### src/rtl/cu_cache_response_collector.sv
// cu_cache_response_collector: pairs in-order cache responses with tracked commands.
// Optional CACHE_RESP_LATENCY_STATS_EN adds per-run latency stats (lat_max, lat_sum).
module cu_cache_response_collector #(
  parameter int TRK_DEPTH = 16,
  parameter int DATA_W    = 64,
  parameter int TAG_W     = 8,
  parameter int CNT_W     = 32,
  localparam int PW       = $clog2(TRK_DEPTH) + 1
) (
  input  logic              ap_clk,
  input  logic              ap_rst_n,
  input  logic              start,
  input  logic [CNT_W-1:0]  expected_count,
  input  logic              cmd_valid,
  output logic              cmd_ready,
  input  logic [TAG_W-1:0]  cmd_tag,
  input  logic              cmd_is_read,
  input  logic              cache_resp_valid,
  output logic              cache_resp_ready,
  input  logic [DATA_W-1:0] cache_resp_data,
  output logic              resp_out_valid,
  input  logic              resp_out_ready,
  output logic [TAG_W-1:0]  resp_out_tag,
  output logic              resp_out_is_read,
  output logic [DATA_W-1:0] resp_out_data,
  output logic [PW-1:0]     pending_count,
  output logic              done
`ifdef CACHE_RESP_LATENCY_STATS_EN
  ,
  output logic [15:0]       lat_max,
  output logic [31:0]       lat_sum
`endif
);

  localparam int AW = PW - 1;

  typedef enum logic [1:0] {
    S_IDLE,
    S_RUN,
    S_DONE
  } state_t;

  typedef struct packed {
    logic [TAG_W-1:0] tag;
    logic             is_read;
`ifdef CACHE_RESP_LATENCY_STATS_EN
    logic [15:0]      stamp;
`endif
  } trk_t;

  state_t state, state_n;

  logic [CNT_W-1:0] expected_q;
  logic [CNT_W-1:0] issued;
  logic [CNT_W-1:0] completed;

  logic [PW-1:0] wr_ptr, rd_ptr;
  trk_t          mem [TRK_DEPTH];
  trk_t          head;
  trk_t          push_ent;

  logic run, full, empty;
  logic push, pop, out_hs, last_resp, start_acc;

  assign run           = (state == S_RUN);
  assign pending_count = wr_ptr - rd_ptr;
  assign full          = (pending_count == PW'(TRK_DEPTH));
  assign empty         = (wr_ptr == rd_ptr);
  assign head          = mem[rd_ptr[AW-1:0]];

  assign cmd_ready        = run & ~full & (issued < expected_q);
  assign cache_resp_ready = run & ~empty &
                            (~resp_out_valid | resp_out_ready);

  assign push      = cmd_valid & cmd_ready;
  assign pop       = cache_resp_valid & cache_resp_ready;
  assign out_hs    = resp_out_valid & resp_out_ready;
  assign last_resp = (completed == expected_q - CNT_W'(1));
  assign start_acc = start & (state != S_RUN);
  assign done      = (state == S_DONE);

  always_comb begin
    state_n = state;
    unique case (state)
      S_IDLE, S_DONE: begin
        if (start) begin
          state_n = (expected_count == '0) ? S_DONE : S_RUN;
        end
      end
      S_RUN: begin
        if (out_hs && last_resp) state_n = S_DONE;
      end
      default: state_n = S_IDLE;
    endcase
  end

  always_ff @(posedge ap_clk or negedge ap_rst_n) begin
    if (!ap_rst_n) begin
      state      <= S_IDLE;
      expected_q <= '0;
      issued     <= '0;
      completed  <= '0;
    end else begin
      state <= state_n;
      if (start_acc) begin
        expected_q <= expected_count;
        issued     <= '0;
        completed  <= '0;
      end else begin
        if (push)   issued    <= issued + CNT_W'(1);
        if (out_hs) completed <= completed + CNT_W'(1);
      end
    end
  end

`ifdef CACHE_RESP_LATENCY_STATS_EN
  logic [15:0] cyc;
  logic [15:0] lat;

  assign lat = cyc - head.stamp;

  always_ff @(posedge ap_clk or negedge ap_rst_n) begin
    if (!ap_rst_n) begin
      cyc     <= '0;
      lat_max <= '0;
      lat_sum <= '0;
    end else begin
      cyc <= cyc + 16'd1;
      if (start_acc) begin
        lat_max <= '0;
        lat_sum <= '0;
      end else if (pop) begin
        if (lat > lat_max) lat_max <= lat;
        lat_sum <= lat_sum + 32'(lat);
      end
    end
  end
`endif

  always_comb begin
    push_ent         = '0;
    push_ent.tag     = cmd_tag;
    push_ent.is_read = cmd_is_read;
`ifdef CACHE_RESP_LATENCY_STATS_EN
    push_ent.stamp   = cyc;
`endif
  end

  // Storage has no reset; only pointer state defines occupancy.
  always_ff @(posedge ap_clk) begin
    if (push) mem[wr_ptr[AW-1:0]] <= push_ent;
  end

  always_ff @(posedge ap_clk or negedge ap_rst_n) begin
    if (!ap_rst_n) begin
      wr_ptr <= '0;
      rd_ptr <= '0;
    end else begin
      if (push) wr_ptr <= wr_ptr + PW'(1);
      if (pop)  rd_ptr <= rd_ptr + PW'(1);
    end
  end

  always_ff @(posedge ap_clk or negedge ap_rst_n) begin
    if (!ap_rst_n) begin
      resp_out_valid   <= 1'b0;
      resp_out_tag     <= '0;
      resp_out_is_read <= 1'b0;
      resp_out_data    <= '0;
    end else if (pop) begin
      resp_out_valid   <= 1'b1;
      resp_out_tag     <= head.tag;
      resp_out_is_read <= head.is_read;
      resp_out_data    <= head.is_read ? cache_resp_data : '0;
    end else if (resp_out_ready) begin
      resp_out_valid   <= 1'b0;
    end
  end

endmodule
### config.mk
export PLATFORM = sky130hd
export DESIGN_NAME = cu_cache_response_collector
export DESIGN_NICKNAME = d
export VERILOG_FILES = /design/src/rtl/cu_cache_response_collector.sv
export SDC_FILE = /design/constraint.sdc
export NUM_CORES = 1
export LEC_CHECK = 0
export BUFFER_PORTS_ARGS = -buffer_cell sky130_fd_sc_hd__clkbuf_2
export CAP_MARGIN = 10
export CORE_UTILIZATION = 59
export CTS_BUF_LIST = sky130_fd_sc_hd__clkbuf_4
export DETAILED_ROUTE_END_ITERATION = 12
export PLACE_DENSITY = 0.78
export SETUP_SLACK_MARGIN = 0.2
export SLEW_MARGIN = 5
export SYNTH_ARGS = -nofsm -noshare
export SYNTH_HDL_FRONTEND = slang
export SYNTH_SLANG_ARGS = --single-unit
### constraint.sdc
create_clock -name ap_clk -period 6.35 [get_ports ap_clk]
set_clock_uncertainty 0.1 [all_clocks]
set_input_delay 0.635 -clock ap_clk [delete_from_list [all_inputs] [get_ports ap_clk]]
set_output_delay 0.635 -clock ap_clk [all_outputs]
set_load 0.02 [all_outputs]
==> results of run 1 <==
[cell families (layout without fill, tap and decap cells)]
kind of cell,Yosys count,in the layout,share of synthesized area [%]
and+or+nand+nor,547,547,17.9
DFF,326,326,56.9
AOI/OAI and AO/OA,172,172,6.89
buffers and inverters,117,417,2.88
xor gates and xnor gates,76,76,4.26
muxes,61,61,7.60
adders and majority gates,44,44,3.58
other,0,1,0
[cells in the mapped netlist, types with 11 or more instances]
cell,count
nand2_1,214
dfrtp_1,182
edfxtp_1,144
nand3_1,99
clkbuf_1,59
nor2_1,50
o21ai_0,49
inv_1,46
a21oi_1,45
mux4_2,45
ha_1,43
xor2_1,40
xnor2_1,36
nand4_1,33
or4_1,30
o31ai_1,22
and3_1,20
nor4_1,18
nor3_1,13
a21o_1,11
or3_1,11
[cell usage in the layout, fill, tap and decap left out, types with 4 or more instances in the layout]
master | netlist | routed
nor2_1 | 50 | 50
dlygate4sd3_1 | 0 | 16
o211ai_1 | 4 | 4
nor4_1 | 18 | 18
dfrtp_1 | 182 | 181
a31oi_1 | 4 | 4
xnor2_1 | 36 | 36
a211oi_1 | 4 | 4
nand3_1 | 99 | 99
xor2_1 | 40 | 40
nand2b_1 | 9 | 9
a21oi_1 | 45 | 45
mux4_2 | 45 | 45
edfxtp_1 | 144 | 144
o21ai_1 | 8 | 8
clkinv_1 | 0 | 31
and4_1 | 9 | 9
nor2b_1 | 4 | 4
nor3_1 | 13 | 13
and4b_1 | 4 | 4
or4_1 | 30 | 30
or3_1 | 11 | 11
and3_1 | 20 | 20
nand4_1 | 33 | 33
and2_1 | 9 | 7
nand2_1 | 214 | 213
ha_1 | 43 | 43
clkbuf_4 | 0 | 111
a21o_1 | 11 | 11
inv_1 | 46 | 46
o31ai_1 | 22 | 22
mux2i_1 | 6 | 6
o21ai_0 | 49 | 49
buf_4 | 0 | 12
clkbuf_2 | 0 | 191
mux2_2 | 10 | 10
[through the flow]
stage	total power [W]	area, µm²	utilization (%)	worst slack [ns]	hold slack, ns
finish	0.00708	18000	69.3	2.17	0.0182
detailed placement	0.00539	16800	64.8	2.42	0.354
floorplan	0.00450	15600	-	2.35	0.239
CTS	0.00709	18000	69.3	2.14	0.000369
global placement	0.00530	16800	64.8	2.54	0.349
global route	0.00747	18000	69.3	1.91	0.0126
[power breakdown]
part	leakage (nW)	internal (W)	switching, W
Combinational	3.83	0.000905	0.00158
Clock	0.589	0.000826	0.000871
Sequential	3.55	0.00261	0.000287
Total	7.97	0.00435	0.00273
[flip-flops by register name, indices dropped and copies added, names as in the netlist, 5 cells and up]
register / flops
completed: 32
issued: 32
resp_out_data: 64
resp_out_tag: 8
mem: 144
expected_q: 32
wr_ptr: 5
rd_ptr: 5
[layer usage]
layer / part of all wire (%) / global-route usage [%] / wire length [µm] / up-vias
met4: 3.7 / 13.2 / 1450 / 0
li1: - / - / - / 5464
met3: 8.7 / 7.28 / 3380 / 96
met2: 46 / 44.0 / 17800 / 565
met5: 0 / 0 / 0 / -
met1: 42 / 40.9 / 16400 / 5814
[final cells by class]
type                       instances  area (µm²)  share of cell area (%)
antenna                            1        2.50                  0.0139
multi-input combinational        900        6300                    35.0
timing repair buffer             220        1220                    6.77
inverter                          47         176                   0.980
clock inverter                    39         173                   0.959
clock buffer                     111         833                    4.63
tap                              335         419                    2.33
sequential                       326        8880                    49.3
[worst paths after layout]
path	startpoint	to	slack, ns
setup / recovery	expected_q[5]	cmd_ready	2.17
hold / removal	ap_rst_n	completed[9]	0.02
setup reg to reg	rd_ptr[1]	mem[8][8]	2.31
hold reg to reg	resp_out_data[52]	resp_out_data[52]	0.36
max in group asynchronous	ap_rst_n	resp_out_data[38]	4.82
min in group ap_clk	cache_resp_data[31]	resp_out_data[31]	0.04
==> metrics.yaml, run 1 <==
clkSinkCount: 326
place_congestion: 0.937
worst_pin_slew_ns: 1.04
drc_errors: 0
synth-edff-count: 144
hold_path.class: "input port to asynchronous set/reset pin"
max-slew-margin-rel_pct: 30.9
die_x_um: 165
drtAntennaViolNets: 0
cts_tree: "done"
n_fill_cell: 1888
synthTopCellsByArea: "dfrtp_1 29%, edfxtp_1 28%, mux4_2 6.5%"
die_h_um: 165
ys.warnings.count: 0
die_area_um2: 27100
clk_pin_slew_ns: 0.06
r2r_cells: 12
ys_async_sr_fraction_pct: 55.8
synth-main-ff-cell: "dfrtp_1"
grt_pass1_wl_um: 60600
cts_hold_buffers: 16
min_period_over_period_pct: 65.9
area.growth.synth_to_final_pct: 15.4
ios: 193
path_buf_inv: 3
powerDensity_nw_per_um2: 393
synth_seq_cells: 326
rsz0062_at_grt: "no"
syn_inst: 1343
finalSetupViolCount: 0
layout-drive-gt1-share_pct: 24.3
path_class: "flip-flop to output port"
cts_inserted_buffers: 83
leakage_nw: 7.97
htreeDepth: 3
syn_area_per_cell_um2: 11.6
status: "finished clean"
tns_ns: 0
cp.required_ns: 5.61
synth_top_area_share_pct: 29.2
wl_um: 39100
arrival_ns: 3.45
initial_core_util_pct: 60.1
cts_buffer_depth: 3
crit_chain: "inv_1 -> ha_1 -> a21o_1 -> a21o_1 -> a21oi_1 -> o21ai_1 -> a221oi_1 -> a2111oi_2 -> buf_4 -> nor2_1 -> clkbuf_2"
cp-end-kind: "output port"
initialDrtViolationCount: 1253
vdd_drop_max_mv: 0.299
core.rowCount: 59
cp_common_cell: "a21o_1"
path_depth: 11
path_delay_family: "compound AO/OA/AOI/OAI gates"
layout.cells.non_filler: 1979
ys_types: 71
grt_max_degree: 130
via_per_inst: 6.03
port_buffers: 192
grt_pass1_vias: 11400
wl_per_cell_um: 19.8
path_max_fanout: 60
maxCapViolCount: 0
synth_area_leader_cell: "dfrtp_1"
firstDrtPassIters: 7
cp_slowest_cell: "dfrtp_1"
nets: 1733
cts_setup_buffers: 0
fmax_ghz: 0.239
syn_area_um2: 15600
synth_seq_area_share_pct: 56.9
post-route-min-period_ns: 4.18
grt_antenna_before_repair: 1
critical-path-max-stage-delay_ns: 0.50
vias: 11900
core_area_um2: 26000
ctsRootBufferMaster: "clkbuf_4"
syn_nets: 1498
final_hold_viol_count: 0
dp_hpwl_um: 26600
dpl.cell_count: 1812
grt_usage_pct: 29.4
drv_slew: 0
grt_overflow_total: 0
post_cts_resized: 0
clkLatencyLatePin_ns: 0.72
cp-start-kind: "flip-flop"
Power figures use the tool's default switching activity.
==> inputs of run 2 (changes only) <==
- CORE_UTILIZATION: 59 -> 55
- PLACE_DENSITY: 0.78 -> 0.76
- clock period: 6.35 -> 3.72 ns (I/O delays scaled with it)
==> run 2 against run 1 <==
Global-route usage up 1.2 points. Sequential cell count unchanged. Non-clock buffer count increased by 131. Utilization is 0.67 points higher. Power increased by 77%. Count of clock-buffer cells in the layout increased by 12. Cell count is 8.8% higher. First-iteration DRC count rose by 11%. Largest power group unchanged. Register-to-register slack lost 2.0 ns. Die area up 7.2%. Sequential share of layout area shrank 3.7 points. Sequential power grew 70%.
==> metrics.yaml, run 2 (synthesized netlist as in run 1, its figures left out) <==
status: "finished clean"
arrival_ns: 3.03
rsz0062_at_grt: "yes"
area.growth.synth_to_final_pct: 24.9
htreeDepth: 3
initial_core_util_pct: 56.0
finalSetupViolCount: 0
firstDrtPassIters: 8
highest_layer: "met4"
drc_errors: 0
stdcell_area_um2: 19500
clkSinkCount: 326
hold_end: "mem[13][4]"
ios: 193
cp-end-kind: "output port"
min_period_over_period_pct: 94.0
wl_per_cell_um: 19.9
worst_setup_path_startpoint: "wr_ptr[0]"
dr_wl_met2_um: 20600
grt_max_degree: 101
leakage_nw: 8.62
pre_cts_slack_ns: 0.309
place_congestion: 0.973
initialDrtViolationCount: 1385
fin_ws_ns: 0.222
combPwrFrac_pct: 36.7
core_area_um2: 27900
grt_usage_pct: 30.6
grt_overflow_total: 0
die_h_um: 170
grt_antenna_before_repair: 1
fmax_ghz: 0.286
cp.required_ns: 3.25
drtAntennaViolNets: 0
min_delay_path_depth: 1
hp-start: "cmd_tag[3]"
clk_pin_slew_ns: 0.07
netSwitchingPower_w: 0.00477
wl_um: 42800
hold_path.class: "input port to flip-flop"
met3_length_um: 3470
clkLatencyLatePin_ns: 0.73
tns_ns: 0
nets: 1865
timing.rr.end: "mem[3][5]"
cts_inserted_buffers: 84
grt_pass1_wl_um: 67900
internal-power_w: 0.00777
path_class: "flip-flop to output port"
die_x_um: 170
met1Wirelength_um: 17000
port_buffers: 192
drv_slew: 0
layout-drive-gt1-share_pct: 27.2
final_cell_mix: "213 x nand2_1, 190 x clkbuf_2, 173 x dfrtp_1"
grt_pass1_vias: 12800
vias: 12700
p_sw_share_pct: 38.0
worst-r2r-setup-slack_ns: 0.32
r2r_cells: 13
core.rowCount: 61
largest_register_ffs: 144
dp_hpwl_um: 26600
cp-start-kind: "flip-flop"
post-route-min-period_ns: 3.50
max-slew-margin-rel_pct: 40.2
final_hold_viol_count: 0
path_max_fanout: 17
via_per_inst: 5.90
r2r-start: "wr_ptr[0]"
seq_power_share_pct: 39.3
place_area_um2: 17000
vdd_drop_max_mv: 0.577
layout_commonest_cell: "nand2_1"
worst_pin_slew_ns: 0.898
maxCapViolCount: 0
cts_buffer_depth: 3
die_area_um2: 29100
pwr-share-clk_pct: 24.0
powerDensity_nw_per_um2: 643
cts_tree: "done"
ctsRootBufferMaster: "clkbuf_4"
## run 2: changes by cell type in the layout (fill, tap and decap cells not counted), sizes merged, moves of 11 or more
cell         before  now
clkbuf          303  315
clkinv           35   24
buf              12   49
dlygate4sd3      16  109
## run 2: area by class of cell
type                    instances  area [µm²]
diodes                          1        2.50
clock buffers                 123         923
clock inverters                28         128
fillers                      1894        8370
inverters                      47         176
multi-input cells             900        6400
flip-flops and latches        326        8890
well taps                     378         473
repair buffers                351        2490
## run 2: what timing repair did
item,4_1_cts,5_1_grt
hold endpoints to repair,247,0
resized for setup,25,11
gates cloned,2,0
hold buffers,109,0
pin swaps,6,1
setup endpoints to repair,1,62
buffers inserted,19,1
## run 2: how the worst max path moves through the flow
stage	end	slack [ns]	cells past startpoint
final	cmd_ready	0.22	9
after global routing	cmd_ready	0.03	10
after CTS	cmd_ready	0.20	10
after detailed placement	mem[4][4]	0.31	12
after global placement	mem[5][5]	0.39	12
after floorplan	mem[11][0]	0.21	12
## run 2: stage by stage
step | total power, W | std cells | utilization [%] | hold slack [ns]
floorplan | 0.00771 | 1343 | - | -0.0236
global placement | 0.00918 | 1871 | 61.2 | 0.349
detailed placement | 0.00930 | 1871 | 61.2 | 0.355
CTS | 0.0125 | 2152 | 69.9 | 0.0332
global route | 0.0132 | 2154 | 70.0 | 0.0222
finish | 0.0125 | 2154 | 70.0 | 0.0815
## run 2: power groups by stage
stage	Clock [W]	Sequential (W)	Combinational, W
after global placement	0	0.00494	0.00425
after global routing	0.00327	0.00500	0.00493
after CTS	0.00305	0.00490	0.00453
final	0.00301	0.00493	0.00460
after floorplan	0	0.00536	0.00235
after detailed placement	0	0.00497	0.00433
## run 2: worst max-delay path, cell delays in order (launching register included)
cell and delay (ns):
dfrtp_1 0.35, inv_1 0.11, ha_1 0.25, fa_2 0.59, nand2_1 0.11, o41ai_4 0.39, buf_6 0.17, buf_6 0.16
nor2_1 0.06, clkbuf_4 0.16
## run 2: metal layers
metal / global-route usage, % / vias to the layer above
met5: 0 / -
met4: 12.8 / 0
met3: 6.42 / 169
met2: 50.1 / 705
met1: 39.6 / 6117
li1: - / 5722
